===== config.mk =====
export PLATFORM = sky130hd
export DESIGN_NAME = safe_lock_sequencer_flat
export DESIGN_NICKNAME = d
export VERILOG_FILES = /design/src/rtl/safe_lock_sequencer_if.sv /design/src/rtl/safe_lock_sequencer.sv /design/src/flat_wrapper.sv
export SDC_FILE = /design/constraint.sdc
export NUM_CORES = 1
export LEC_CHECK = 0
export BUFFER_PORTS_ARGS = -buffer_cell sky130_fd_sc_hd__clkbuf_2
export CAP_MARGIN = 40
export CORE_MARGIN = 4
export CORE_UTILIZATION = 30
export DETAILED_ROUTE_END_ITERATION = 8
export PLACE_DENSITY_LB_ADDON = 0.2
export RECOVER_POWER = 100
export SYNTH_ARGS = -nofsm -noshare
export SYNTH_HDL_FRONTEND = slang
export SYNTH_SLANG_ARGS = --single-unit

===== constraint.sdc =====
create_clock -name clk -period 5.2 [get_ports clk]
set_input_delay 1.04 -clock clk [delete_from_list [all_inputs] [get_ports clk]]
set_output_delay 1.04 -clock clk [all_outputs]
set_load 0.02 [all_outputs]

===== src/rtl/safe_lock_sequencer_if.sv =====
// rtl/safe_lock_sequencer_if.sv - code verdict inputs and bolt/indicator outputs of the safe lock sequencer
interface safe_lock_sequencer_if;
  logic       code_ok;
  logic       code_bad;
  logic       relock;
  logic       unlock;
  logic       lockout;
  logic [3:0] fail_cnt;
  logic [7:0] sec_left;
  logic       sec_tick;

  modport master (
    output code_ok, code_bad, relock,
    input  unlock, lockout, fail_cnt, sec_left, sec_tick
  );

  modport slave (
    input  code_ok, code_bad, relock,
    output unlock, lockout, fail_cnt, sec_left, sec_tick
  );
endinterface


===== src/rtl/safe_lock_sequencer.sv =====
// rtl/safe_lock_sequencer.sv - failure counter plus timed door-open / lockout phases on a shared second prescaler
module safe_lock_sequencer #(
  parameter int TICK_DIV = 50000000,
  parameter int MAX_FAIL = 3,
  parameter int OPEN_SEC = 10,
  parameter int LOCK_SEC = 30
) (
  input  logic                  clk,
  input  logic                  rst,
  safe_lock_sequencer_if.slave  bus
);

  typedef enum logic [1:0] {
    ST_IDLE    = 2'd0,
    ST_OPEN    = 2'd1,
    ST_LOCKOUT = 2'd2
  } state_e;

  localparam int               CNT_W      = (TICK_DIV > 2) ? $clog2(TICK_DIV) : 1;
  localparam logic [CNT_W-1:0] CNT_LAST   = CNT_W'(TICK_DIV - 1);
  localparam logic [3:0]       FAIL_LIMIT = 4'(MAX_FAIL);
  localparam logic [7:0]       OPEN_LOAD  = 8'(OPEN_SEC);
  localparam logic [7:0]       LOCK_LOAD  = 8'(LOCK_SEC);

  state_e           state_q, state_d;
  logic [CNT_W-1:0] cnt_q, cnt_d;
  logic [3:0]       fail_q, fail_d;
  logic [7:0]       sec_q, sec_d;
  logic             tick_q, tick_d;
  logic             unlock_q, unlock_d;
  logic             lockout_q, lockout_d;

  logic timed;
  logic sec_edge;
  logic last_sec;
  logic bad_hits_limit;

  assign timed          = (state_q != ST_IDLE);
  assign sec_edge       = timed && (cnt_q == CNT_LAST);
  assign last_sec       = (sec_q == 8'd1);
  assign bad_hits_limit = ((fail_q + 4'd1) == FAIL_LIMIT);

  always_comb begin
    state_d = state_q;
    fail_d  = fail_q;
    sec_d   = sec_q;
    tick_d  = 1'b0;
    cnt_d   = '0;

    // Prescaler runs only inside a timed phase and wraps on the second boundary.
    if (timed && !sec_edge) begin
      cnt_d = cnt_q + CNT_W'(1);
    end

    case (state_q)
      ST_IDLE: begin
        if (bus.code_bad) begin
          if (bad_hits_limit) begin
            state_d = ST_LOCKOUT;
            fail_d  = 4'd0;
            sec_d   = LOCK_LOAD;
          end else begin
            fail_d = fail_q + 4'd1;
          end
        end else if (bus.code_ok) begin
          state_d = ST_OPEN;
          fail_d  = 4'd0;
          sec_d   = OPEN_LOAD;
        end
      end

      ST_OPEN: begin
        if (bus.relock) begin
          state_d = ST_IDLE;
          sec_d   = 8'd0;
          cnt_d   = '0;
        end else if (sec_edge) begin
          tick_d = 1'b1;
          if (last_sec) begin
            state_d = ST_IDLE;
            sec_d   = 8'd0;
          end else begin
            sec_d = sec_q - 8'd1;
          end
        end
      end

      ST_LOCKOUT: begin
        if (sec_edge) begin
          tick_d = 1'b1;
          if (last_sec) begin
            state_d = ST_IDLE;
            sec_d   = 8'd0;
          end else begin
            sec_d = sec_q - 8'd1;
          end
        end
      end

      default: begin
        state_d = ST_IDLE;
        fail_d  = 4'd0;
        sec_d   = 8'd0;
        cnt_d   = '0;
      end
    endcase

    unlock_d  = (state_d == ST_OPEN);
    lockout_d = (state_d == ST_LOCKOUT);
  end

  always_ff @(posedge clk or posedge rst) begin
    if (rst) begin
      state_q   <= ST_IDLE;
      cnt_q     <= '0;
      fail_q    <= 4'd0;
      sec_q     <= 8'd0;
      tick_q    <= 1'b0;
      unlock_q  <= 1'b0;
      lockout_q <= 1'b0;
    end else begin
      state_q   <= state_d;
      cnt_q     <= cnt_d;
      fail_q    <= fail_d;
      sec_q     <= sec_d;
      tick_q    <= tick_d;
      unlock_q  <= unlock_d;
      lockout_q <= lockout_d;
    end
  end

  assign bus.unlock   = unlock_q;
  assign bus.lockout  = lockout_q;
  assign bus.fail_cnt = fail_q;
  assign bus.sec_left = sec_q;
  assign bus.sec_tick = tick_q;

endmodule


===== src/flat_wrapper.sv =====
// flat-port wrapper written by rule: the top's interface ports become plain ports
module safe_lock_sequencer_flat 
#(
  parameter int TICK_DIV = 50000000,
  parameter int MAX_FAIL = 3,
  parameter int OPEN_SEC = 10,
  parameter int LOCK_SEC = 30
)
  (clk, rst, bus_code_ok, bus_code_bad, bus_relock, bus_unlock, bus_lockout, bus_fail_cnt, bus_sec_left, bus_sec_tick);
  safe_lock_sequencer_if bus_i ();
  input  logic clk;
  input  logic rst;
  input wire logic [$bits(bus_i.code_ok)-1:0] bus_code_ok;
  input wire logic [$bits(bus_i.code_bad)-1:0] bus_code_bad;
  input wire logic [$bits(bus_i.relock)-1:0] bus_relock;
  output wire logic [$bits(bus_i.unlock)-1:0] bus_unlock;
  output wire logic [$bits(bus_i.lockout)-1:0] bus_lockout;
  output wire logic [$bits(bus_i.fail_cnt)-1:0] bus_fail_cnt;
  output wire logic [$bits(bus_i.sec_left)-1:0] bus_sec_left;
  output wire logic [$bits(bus_i.sec_tick)-1:0] bus_sec_tick;
  assign bus_i.code_ok = bus_code_ok;
  assign bus_i.code_bad = bus_code_bad;
  assign bus_i.relock = bus_relock;
  assign bus_unlock = bus_i.unlock;
  assign bus_lockout = bus_i.lockout;
  assign bus_fail_cnt = bus_i.fail_cnt;
  assign bus_sec_left = bus_i.sec_left;
  assign bus_sec_tick = bus_i.sec_tick;
  safe_lock_sequencer #(.TICK_DIV(TICK_DIV), .MAX_FAIL(MAX_FAIL), .OPEN_SEC(OPEN_SEC), .LOCK_SEC(LOCK_SEC)) u_core (.clk(clk), .rst(rst), .bus(bus_i));
endmodule

==> summary.md <==
| Metric | Value |
|---|---|
| Status | finished, violations left |
| Failing checks | max-capacitance violations, max-slew violations |
| Hold Slack | around 0.50 ns |
| Area growth, synth to finish | 11.2% |
| Fraction of layout cells with a size suffix above 1 | 0.0734 |
| GRT Total Usage | 0.117 |
| WP depth | 6 |
| Non-filler cells, final | 388 |
| DIE WIDTH | 98.3 µm |
| Drt wl/cell | between 10 and 15 µm |
| Crit path to | u_core.cnt_q[15] |
| Crit path max fanout | 15 |
| Worst path required time | around 5.4 ns |
| Root Driver | clkbuf_8 |
| FF-to-FF path depth | 6 |
| Post-synthesis xor/xnor area fraction | 0.0967 |
| R2r setup slk | approximately 2 ns |
| Fillers | 818 |
| Power density cells | 396 mW/mm² |
| Hold Buf Count CTS | 0 |
| Clk Latency, worst-skew pair | around 0.29 ns |
| Sequential fraction of the synthesis area | 0.440 |
| Hold crit path type | reg2reg |
| Post-Synth Simple-Gate Area | 0.286 |
| GP Congestion | 0.804 |
| LEAKAGE | between 1 and 1.5 nW |
| Startpoint Class | flip-flop |
| Clk buf depth | 2 |
| Die area | 0.00966 mm² |
| CTS tree | yes |
| Initial Util | 0.313 |
| Synth Instances | around 270 |
| Ys Warns | 0 |
| CP Capture Type | flip-flop |
| Hold Path Depth | 1 |
| Ant diodes | 0 |
| Critical Path Max Stage Delay | 0.66 ns |
| Slew Limit Fails | 35 |
| Mapped Avg Cell Area | between 9 and 10 µm² |
| RR Endpoint | u_core.cnt_q[15] |
| Area of the multi-input gates | between 0.001 and 0.0015 mm² |
| Synth Flop Type | dfrtp_1 |
| Family with the most delay on the worst path | simple AND/OR/NAND/NOR gates |
| Fmax | 0.309 GHz |
| Final Hold Viols | 0 |
| Ys async rst share | 1.00 |
| Number of global-route vias before repair | 1894 |
| Chip height | approximately 98 µm |
| GR Overflow Total | 0 |
| CP Cell Sequence | or4_1 -> or4_1 -> or2_0 -> nand2_1 -> clkbuf_1 -> nor2_1 |
| Mux cell area share after synthesis | 0 |
| Crit path from | u_core.cnt_q[7] |
| Layout Skew | about 0.0075 ns |
| First-pass GRT wire length | 9.38 mm |
| Sinks on the clock net | 43 |
| Compound-gate portion of the synthesized area | 0.0967 |
| DRC | 0 |
| FF+latch count, synth | 43 |
| RR Startpoint | u_core.cnt_q[7] |
| Antenna violations before repair | 0 |
| Peak supply drop | between 0.00015 and 0.0002 V |
| DP HPWL | 3.93 mm |
| Crit path buffers/inverters | 1 |
| Rows | 32 |
| RSZ-0062 raised after global routing | false |
| Post-Route WL | 5.40 mm |
| Fin Setup TNS | 0 ns |
| TritonCTS Buffers | 5 |
| Crit path time final | about 3.2 ns |
| Synth Net Count | 280 |
| Port bufs | 19 |
| Critical path class | reg2reg |
| Largest family of logic cells by synthesized area | simple AND/OR/NAND/NOR gates |
| # Max-Cap Violations | 1 |
| Detailed Routing Iterations Pass 1 | 4 |
| CTS H-tree depth | 2 |
| Post-CTS Setup Inserts | 0 |
| Post-synth EDFFs | 0 |
| Cts repair resizes | 0 |
| Antenna-violating nets left | 0 |
| Mapped Area | 0.00244 mm² |
| Post-synth cell types | 47 |
| DR iter-0 viols | 56 |
| Register area | 0.00108 mm² |
| Largest net degree at the start of global routing | 35 |
| Clock transition at the registers of the reported paths | about 0.080 ns |
| Slowest-stage cell, CP | or4_1 |
| Worst Path Arrival | 3.38 ns |
| Avg Vias per Cell | 5.01 |
| Setup violators final | 0 |
| Rel. slew slack | -0.225 |
| # nets final | 301 |
| CP most frequent cell | or4_1 |
| Actual slew at the worst max-slew pin | 1.84 ns |
| Synth Area in Adders | 0.0512 |
| Tcrit/Tclk final | 0.622 |
| Core Area | between 0.007 and 0.008 mm² |
| Total number of vias | approximately 1900 |
| IO Count | 20 |
| Placed Instances | 381 |
## Yosys cell counts, types with 2 or more instances
master,number,area [µm²]
dfrtp_1,43,1080
nor2_1,41,154
nand2_1,23,86.3
xnor2_1,18,158
nor3_1,15,75.1
ha_1,10,125
inv_1,9,33.8
nand3_1,9,45.0
nand4_1,9,56.3
xor2_1,9,78.8
and3_1,7,43.8
nor4_1,6,37.5
o21ai_0,5,25.0
or4_1,5,37.5
a21oi_1,4,20.0
o211ai_1,4,30.0
and4_1,3,26.3
buf_2,3,15.0
clkbuf_1,3,11.3
nand2b_1,3,18.8
or2_2,3,18.8
a21boi_0,2,15.0
a22o_1,2,17.5
a31o_2,2,17.5
and2_1,2,12.5
nor2b_1,2,12.5
o22ai_1,2,12.5
or3_1,2,12.5
## how the worst min path moves through the flow
stage	from	to	slack (ns)
2_1_floorplan	u_core.cnt_q[0]	u_core.cnt_q[0]	0.45
5_1_grt	u_core.cnt_q[0]	u_core.cnt_q[0]	0.52
3_5_place_dp	u_core.cnt_q[0]	u_core.cnt_q[0]	0.50
3_3_place_gp	u_core.cnt_q[0]	u_core.cnt_q[0]	0.49
4_1_cts	u_core.cnt_q[0]	u_core.cnt_q[0]	0.51
6_report	u_core.cnt_q[0]	u_core.cnt_q[0]	0.50
## power by group
part           internal, mW  total, mW  switching, mW
clock network         0.141      0.253          0.112
registers             0.373      0.430         0.0567
logic                 0.132      0.393          0.261
total                 0.646       1.08          0.429
## flip-flops by register name (all words and copies together) (netlist names)
register,cells
u_core.bus.unlock,1
u_core.cnt_q,26
u_core.bus.sec_tick,1
u_core.bus.sec_left,8
u_core.bus.fail_cnt,4
u_core.bus.lockout,1
u_core.state_q,2
## logic make-up after synthesis
kind of cell | after synthesis
fa+ha+maj | 10
xor+xnor | 27
simple gates | 137
buf+inv | 16
compound gates | 32
flops | 43
## metrics by stage
| step | util | instance area [µm²] | total power, mW | worst slack (ns) |
|---|---|---|---|---|
| 2_1_floorplan | - | 2440 | 0.721 | 2.77 |
| 6_report | 0.348 | 2720 | 1.08 | 1.97 |
| 3_3_place_gp | 0.337 | 2630 | 0.838 | 2.31 |
| 5_1_grt | 0.348 | 2720 | 1.16 | 1.68 |
| 3_5_place_dp | 0.341 | 2670 | 0.846 | 2.45 |
| 4_1_cts | 0.354 | 2770 | 1.11 | 2.43 |
## layer usage
metal / track usage / vias to the layer above / part of all wire
li1: - / 975 / -
met1: 0.164 / 924 / 0.50
met2: 0.185 / 40 / 0.46
met3: 0.0279 / 4 / 0.033
met4: 0.0263 / 0 / 0.0065
met5: 0 / - / 0
## placed cells by master, fill, tap and decap left out, types with 10 or more instances in the layout
master    synthesis  layout
dfrtp_1          43      43
nand2_1          23      23
xnor2_1          18      18
nor2_1           41      41
clkbuf_1          3      18
nor3_1           15      15
ha_1             10      10
## area by class of cell
class | instances | share of cell area
Sequential cell | 43 | 0.396
Inverter | 9 | 0.0124
Tap cell | 102 | 0.0470
Multi-Input combinational cell | 206 | 0.476
Clock buffer | 6 | 0.0267
Timing Repair Buffer | 21 | 0.0308
Clock inverter | 1 | 0.0110
Power figures use the tool's default switching activity.
